$ cat config.mk
export PLATFORM = sky130hd
export DESIGN_NAME = spi_byte_tx_flat
export DESIGN_NICKNAME = d
export VERILOG_FILES = /design/src/rtl/spi_byte_tx_if.sv /design/src/rtl/spi_byte_tx.sv /design/src/flat_wrapper.sv
export SDC_FILE = /design/constraint.sdc
export NUM_CORES = 1
export LEC_CHECK = 0
export ABC_AREA = 0
export CAP_MARGIN = 20
export CORE_UTILIZATION = 23
export DETAILED_ROUTE_END_ITERATION = 8
export GPL_TIMING_DRIVEN = 0
export PLACE_DENSITY = 0.49
export SLEW_MARGIN = 20
export SYNTH_ARGS = -nofsm -noshare
export SYNTH_HDL_FRONTEND = slang
export SYNTH_SLANG_ARGS = --single-unit
$ cat constraint.sdc
create_clock -name clk -period 2.04 [get_ports clk]
set_input_delay 0.612 -clock clk [delete_from_list [all_inputs] [get_ports clk]]
set_output_delay 0.612 -clock clk [all_outputs]
set_load 0.01 [all_outputs]
$ cat src/rtl/spi_byte_tx_if.sv
// rtl/spi_byte_tx_if.sv - controller-facing and serial-line signals of the SPI byte engine
interface spi_byte_tx_if;
   logic       begin_transmission;
   logic [7:0] send_data;
   logic       sdi;
   logic       sclk;
   logic       sdo;
   logic [7:0] recieved_data;
   logic       end_transmission;
   logic       busy;

   modport master (
      output begin_transmission,
      output send_data,
      output sdi,
      input  sclk,
      input  sdo,
      input  recieved_data,
      input  end_transmission,
      input  busy
   );

   modport slave (
      input  begin_transmission,
      input  send_data,
      input  sdi,
      output sclk,
      output sdo,
      output recieved_data,
      output end_transmission,
      output busy
   );
endinterface

$ cat src/rtl/spi_byte_tx.sv
// rtl/spi_byte_tx.sv - SPI mode-3 byte transmitter for the PmodOLEDrgb serial link
module spi_byte_tx #(
   parameter int CLK_DIV = 8
) (
   input  logic         clk,
   input  logic         rst,
   spi_byte_tx_if.slave bus
);
   localparam int            DW       = $clog2(CLK_DIV) + 1;
   localparam logic [DW-1:0] DIV_LAST = DW'(CLK_DIV - 1);

   typedef enum logic [1:0] {IDLE, LOW, HIGH} state_t;

   state_t        state, state_n;
   logic          sclk_q, sclk_n;
   logic          sdo_q, sdo_n;
   logic          end_q, end_n;
   logic          busy_q, busy_n;
   logic [7:0]    rdata_q, rdata_n;
   logic [7:0]    rx_q, rx_n;
   // Bit 7 goes straight to sdo on accept, so only the remaining 7 bits are held.
   logic [6:0]    shreg_q, shreg_n;
   logic [2:0]    bit_q, bit_n;
   logic [DW-1:0] div_q, div_n;
   logic          div_last;

   assign div_last = (div_q == DIV_LAST);

   // State and every output register; reset parks the line with sclk high.
   always_ff @(posedge clk or posedge rst) begin
      if (rst) begin
         state   <= IDLE;
         sclk_q  <= 1'b1;
         sdo_q   <= 1'b0;
         end_q   <= 1'b0;
         busy_q  <= 1'b0;
         rdata_q <= 8'h00;
         rx_q    <= 8'h00;
         shreg_q <= 7'h00;
         bit_q   <= 3'd0;
         div_q   <= '0;
      end else begin
         state   <= state_n;
         sclk_q  <= sclk_n;
         sdo_q   <= sdo_n;
         end_q   <= end_n;
         busy_q  <= busy_n;
         rdata_q <= rdata_n;
         rx_q    <= rx_n;
         shreg_q <= shreg_n;
         bit_q   <= bit_n;
         div_q   <= div_n;
      end
   end

   // Next-state and next-output logic: sclk low phase then high phase per bit.
   always_comb begin
      state_n = state;
      sclk_n  = sclk_q;
      sdo_n   = sdo_q;
      end_n   = 1'b0;
      busy_n  = busy_q;
      rdata_n = rdata_q;
      rx_n    = rx_q;
      shreg_n = shreg_q;
      bit_n   = bit_q;
      div_n   = div_q;
      case (state)
         IDLE: begin
            if (bus.begin_transmission) begin
               shreg_n = bus.send_data[6:0];
               sdo_n   = bus.send_data[7];
               sclk_n  = 1'b0;
               busy_n  = 1'b1;
               bit_n   = 3'd0;
               div_n   = '0;
               state_n = LOW;
            end
         end
         LOW: begin
            if (div_last) begin
               // Slave samples on this rise, so sdi is captured at the same moment.
               sclk_n  = 1'b1;
               rx_n    = {rx_q[6:0], bus.sdi};
               div_n   = '0;
               state_n = HIGH;
            end else begin
               div_n = div_q + DW'(1);
            end
         end
         HIGH: begin
            if (div_last) begin
               div_n = '0;
               if (bit_q != 3'd7) begin
                  sdo_n   = shreg_q[6];
                  shreg_n = {shreg_q[5:0], 1'b0};
                  sclk_n  = 1'b0;
                  bit_n   = bit_q + 3'd1;
                  state_n = LOW;
               end else begin
                  rdata_n = rx_q;
                  end_n   = 1'b1;
                  busy_n  = 1'b0;
                  sdo_n   = 1'b0;
                  state_n = IDLE;
               end
            end else begin
               div_n = div_q + DW'(1);
            end
         end
         default: begin
            state_n = IDLE;
         end
      endcase
   end

   assign bus.sclk             = sclk_q;
   assign bus.sdo              = sdo_q;
   assign bus.end_transmission = end_q;
   assign bus.busy             = busy_q;
   assign bus.recieved_data    = rdata_q;
endmodule
$ cat src/flat_wrapper.sv
// flat-port wrapper written by rule: the top's interface ports become plain ports
module spi_byte_tx_flat 
#(
   parameter int CLK_DIV = 8
)
  (clk, rst, bus_begin_transmission, bus_send_data, bus_sdi, bus_sclk, bus_sdo, bus_recieved_data, bus_end_transmission, bus_busy);
  spi_byte_tx_if bus_i ();
  input  logic clk;
  input  logic rst;
  input wire logic [$bits(bus_i.begin_transmission)-1:0] bus_begin_transmission;
  input wire logic [$bits(bus_i.send_data)-1:0] bus_send_data;
  input wire logic [$bits(bus_i.sdi)-1:0] bus_sdi;
  output wire logic [$bits(bus_i.sclk)-1:0] bus_sclk;
  output wire logic [$bits(bus_i.sdo)-1:0] bus_sdo;
  output wire logic [$bits(bus_i.recieved_data)-1:0] bus_recieved_data;
  output wire logic [$bits(bus_i.end_transmission)-1:0] bus_end_transmission;
  output wire logic [$bits(bus_i.busy)-1:0] bus_busy;
  assign bus_i.begin_transmission = bus_begin_transmission;
  assign bus_i.send_data = bus_send_data;
  assign bus_i.sdi = bus_sdi;
  assign bus_sclk = bus_i.sclk;
  assign bus_sdo = bus_i.sdo;
  assign bus_recieved_data = bus_i.recieved_data;
  assign bus_end_transmission = bus_i.end_transmission;
  assign bus_busy = bus_i.busy;
  spi_byte_tx #(.CLK_DIV(CLK_DIV)) u_core (.clk(clk), .rst(rst), .bus(bus_i));
endmodule
==> After elaboration in Yosys (flattened, before gate mapping) <==
Cells that the tools add are included.
{ "totals": {"ff_bits": 36, "in_bits": 12, "output_inout_bits": 12, "elab_cells": 67} }
{ "classes": {"add_sub_neg": 2, "eq_ne": 9, "n_mux": 32, "bitwise": 1, "reduce_logical": 13} }
{ "op_table": {"columns": ["cell", "count"], "rows": [
  ["two-way mux 7 bit", 3],
  ["two-way mux 1 bit", 14],
  ["case mux 7 bit (2 select lines)", 1],
  ["two-way mux 3 bit", 3],
  ["AND reduction 3 bit", 3],
  ["two-way mux 4 bit", 2],
  ["case mux 4 bit (2 select lines)", 1],
  ["AND reduction 4 bit", 2],
  ["two-way mux 2 bit", 3],
  ["inequality test 2 x 1 -> 1 bit (second input constant)", 3],
  ["case mux 2 bit (3 select lines)", 1],
  ["case mux 3 bit (2 select lines)", 1],
  ["AND reduction 5 bit", 1],
  ["adder 4 x 1 -> 4 bit (second input constant)", 1],
  ["== test 4 x 3 -> 1 bit (second input constant)", 1],
  ["inequality test 2 bit (second input constant)", 2],
  ["case mux 1 bit (2 select lines)", 2],
  ["AND reduction 2 bit", 2],
  ["nonzero test 2 bit", 2],
  ["adder 3 x 1 -> 3 bit (second input constant)", 1],
  ["inequality test 3 bit (second input constant)", 1],
  ["case mux 1 bit (3 select lines)", 1],
  ["nonzero test 3 bit", 1],
  ["== test 2 x 1 -> 1 bit (second input constant)", 1],
  ["4 further kinds", 4]
]} }

==> Logic depth before layout (Yosys ltp) <==
{ "logic_depth": {"word_depth": 4, "depth_mapped": 7, "depth_no_buf": 6} }

==> Least setup slack after synthesis <==
No wires, ideal clock.
{ "synth_timing": {"path_type": "register to register", "start": "register u_core.state[0]", "end": "register u_core.rdata_q[0] (netlist: u_core.bus.recieved_data[0])", "setup_time_ps": 125, "arrival_time_ps": 1476, "t_required_ps": 1915, "slack_ps": 440, "path_stages_with_launch": 7, "path_buffers": 1, "period_less_slack_ps": 1600, "path_cell_list": "dfrtp_1 inv_1 ha_1 buf_4 nand2_1 nor2_4 mux2_2"} }
{ "synth_between": {"elab_chain_len": 2} }
{ "synth_rtl": {"columns": ["item", "line_no", "source"], "rows": [
  ["start, declared", "spi_byte_tx.sv:14", "state_t state, state_n;"],
  ["start signal, assigned", "spi_byte_tx.sv:43", "state <= state_n;"],
  ["== test 2 bit", "spi_byte_tx.sv:68", "case (state)"],
  ["AND reduction 3 bit (no line)", null, null],
  ["end signal, assigned", "spi_byte_tx.sv:48", "rdata_q <= rdata_n;"],
  ["end, declared", "spi_byte_tx.sv:19", "logic [7:0] rdata_q, rdata_n;"]
]} }
Every way passes these cells.
A chain may end at the register's enable or synchronous reset.

==> Worst setup path after layout <==
{ "layout_timing": {"start": "register u_core.sclk_q (netlist: u_core.bus.sclk)", "end": "output bus_sclk"} }
{ "layout_rtl": {"columns": ["item", "line_no", "source"], "rows": [
  ["start, declared", "spi_byte_tx.sv:15", "logic sclk_q, sclk_n;"],
  ["start signal, assigned", "spi_byte_tx.sv:44", "sclk_q <= sclk_n;"],
  ["end, declared", "flat_wrapper.sv:13", "output wire logic [$bits(bus_i.sclk)-1:0] bus_sclk;"]
]} }
No word-level cell between the ends.

==> results.cfg <==
[run_status]
status = complete, no violations

[power]
power.leakage_uw = 0.001011
peakVddDrop_v = 0.0003714
combPwrFrac = 0.366
sw_frac_of_total = 0.3539
powerDensity_nw_per_um2 = 1068
internal_power_uw = 1500
p_seq_frac = 0.413
clock_power_share = 0.221
p_sw_uw = 821.7

[critical_path]
worstPathBufferInverterCount = 1
cp_top_family = flip-flops
worstPathArrival_ns = 1.35
endpoint_kind = primary output
required_ns = 1.43
crit_path_cell_trace = clkdlybuf4s50_1
ff2ff_setup_slack_ns = 0.17
path_max_fanout = 2
slowest_stage = dfstp_2
criticalPathCategory = reg2out
max_stage_delay_ns = 0.53
regToRegEndpoint = u_core.bus.recieved_data[4]
worstRegToRegCells = 6
worstSetupStartpointType = flop
r2r-start = u_core.state[0]

[timing]
fmax_mhz = 509.9
hold_viol = 0
tightest_slew_ns = 0.3045
drv_slew = 0
worst_clock_skew_ns = 0.005085
min_period_ns = 1.961
whs_ns = 0.4803
finalCritPeriodShare = 0.9614
rsz0062_at_grt = false
setup_viol = 0
maxSlewHeadroom = 0.7970

[synthesis]
synth_edf_count = 0
yosysWarningCount = 0
synth_top_cell_by_area = dfrtp_1
synth.most_common_cell = dfrtp_1
yosys-top-cells-area = dfrtp_1, mux2_2, ha_1
synth_common_cells = dfrtp_1, mux2_2, nand2_1
syn_area_per_cell_um2 = 12.05
postSynthCellCount = 142
synthesis.area_um2 = 1712
synth_seq_cells = 36
yosysTopAreaCellShare = 0.5117
ys.flop_type = dfrtp_1
ys_seq_area_frac = 0.5270
yosysUniqueCellTypes = 41
synth-async-reset-ratio = 1.000
syn_nets = 163

[final_layout]
final_area_um2 = 2173
finalNonFillerCells = 273
synthToLayoutAreaGrowth_pct = 26.97
layout-drive-gt1-share = 0.2241
antenna_cells = 0
final.fill_count = 776
nNetsFinal = 194

[die]
design.core.area_um2 = 7214
die_w_um = 88.27
rows = 31
initial_core_util = 0.2373
die_h_um = 88.27
dieArea_um2 = 7791
io_pins = 24

[worst_hold_path]
min_path_cells = 1
hold_path_class = reg2reg
min_to = u_core.bus.busy
min-delay-start = u_core.bus.busy

[cts]
cts.repair.resized = 0
root_buffer = clkbuf_8
post_cts.repair.setup_buffers = 0
clk_pin_slew_worst_paths_ns = 0.08
cts.htree.levels = 2
cts_buffer_depth = 2
ctsHoldBuffers = 0
clkSinkCount = 36
clkLatencyLatePin_ns = 0.29
cts_buffers = 5
cts_tree = yes

[placement]
dpl.hpwl_um = 2514
io_buffers = 23
place_congestion = 0.7320
post_dp_cell_area_um2 = 2086
dp.cells = 265

[route]
postRouteAntennaNets = 0
drt_iter0_markers = 42
wl_per_cell_um = 12.92
routed_wl_um = 3527
dr_total_vias = 1165
avgViaCountPerCell = 4.267
drtPass1Iterations = 4
remaining_drc_errors = 0

[global_routing]
antenna_found_initial = 0
grt_max_degree = 30
overflow = 0
grt_pass1_vias = 1253
grt_use_total = 0.1061
grt_pass1_wl_um = 6258

[job]
maxCapViolCount = 0
registers in the layout (all words and copies together), names as in the netlist:
name                         flops
u_core.bus.busy                  1
u_core.state                     2
u_core.bus.recieved_data         8
u_core.bus.sdo                   1
u_core.bus.sclk                  1
u_core.div_q                     4
u_core.rx_q                      8
u_core.bit_q                     3
u_core.shreg_q                   7
u_core.bus.end_transmission      1
stage by stage:
stage	utilization	setup TNS, ns	power, uW	setup WS [ns]
after floorplan	-	0	1585	0.4396
final	0.3012	0	2322	0.07877
after global placement	0.2863	-9.725	1810	-0.2805
after CTS	0.3012	0	2353	0.05460
after detailed placement	0.2891	0	1827	0.05189
after global routing	0.3012	0	2524	0.02685
logic make-up (layout without fill, tap and decap cells):
family | Yosys count | count (layout) | share of synthesized area
simple gates | 43 | 43 | 0.1433
flops | 36 | 36 | 0.5270
compound gates | 29 | 29 | 0.1235
fa+ha+maj | 9 | 9 | 0.06579
mux | 18 | 18 | 0.1177
buf+inv | 7 | 39 | 0.02266
placed cells by master (no fill, tap or decap), types with 2 or more instances in the layout:
cell | Yosys | layout
o22ai_1 | 4 | 4
clkinv_2 | 0 | 2
mux2_2 | 17 | 17
dfrtp_1 | 35 | 35
nor4_1 | 2 | 2
clkdlybuf4s50_1 | 0 | 23
ha_1 | 9 | 9
nand2_1 | 12 | 12
o31ai_1 | 2 | 2
clkbuf_8 | 0 | 5
a2bb2oi_1 | 5 | 5
nor2_1 | 9 | 9
inv_1 | 4 | 3
nand4_1 | 2 | 2
a22o_1 | 3 | 3
o21ai_0 | 6 | 6
nand3_1 | 3 | 3
nand2b_1 | 3 | 3
power groups by stage:
stage	clock (uW)	combinational [uW]	sequential, uW
final	513	850	958
after CTS	534	860	958
after floorplan	0	632	953
after detailed placement	0	856	971
after global placement	0	842	968
after global routing	569	975	979
per-layer routing:
metal | global-route usage | wire length, um | part of all wire
met1 | 0.1440 | 1810 | 0.51
met3 | 0.02799 | 125 | 0.035
met5 | 0 | 0 | 0
met2 | 0.1643 | 1555 | 0.44
met4 | 0.03519 | 36 | 0.010
how the worst max path moves through the flow:
stage	start	to	cells after the start
finish	u_core.bus.sclk	bus_sclk	1
global route	u_core.state[0]	u_core.bus.recieved_data[6]	6
floorplan	u_core.state[0]	u_core.bus.recieved_data[0]	6
detailed placement	bus_begin_transmission	u_core.state[1]	4
CTS	u_core.bus.sclk	bus_sclk	1
global placement	rst	u_core.bus.recieved_data[0]	2
final cells by class:
type                       count  area, um^2  share of cell area
timing repair buffer          24       250.2              0.1151
inverter                       4       15.01            0.006908
sequential                    36       902.1              0.4151
multi-input combinational     99       770.7              0.3546
clock inverter                 3       18.77            0.008636
tap                           99       123.9             0.05700
clock buffer                   5       68.82             0.03166
buffer                         3       23.77             0.01094
Note: power is estimated with default switching activity, not from simulation.
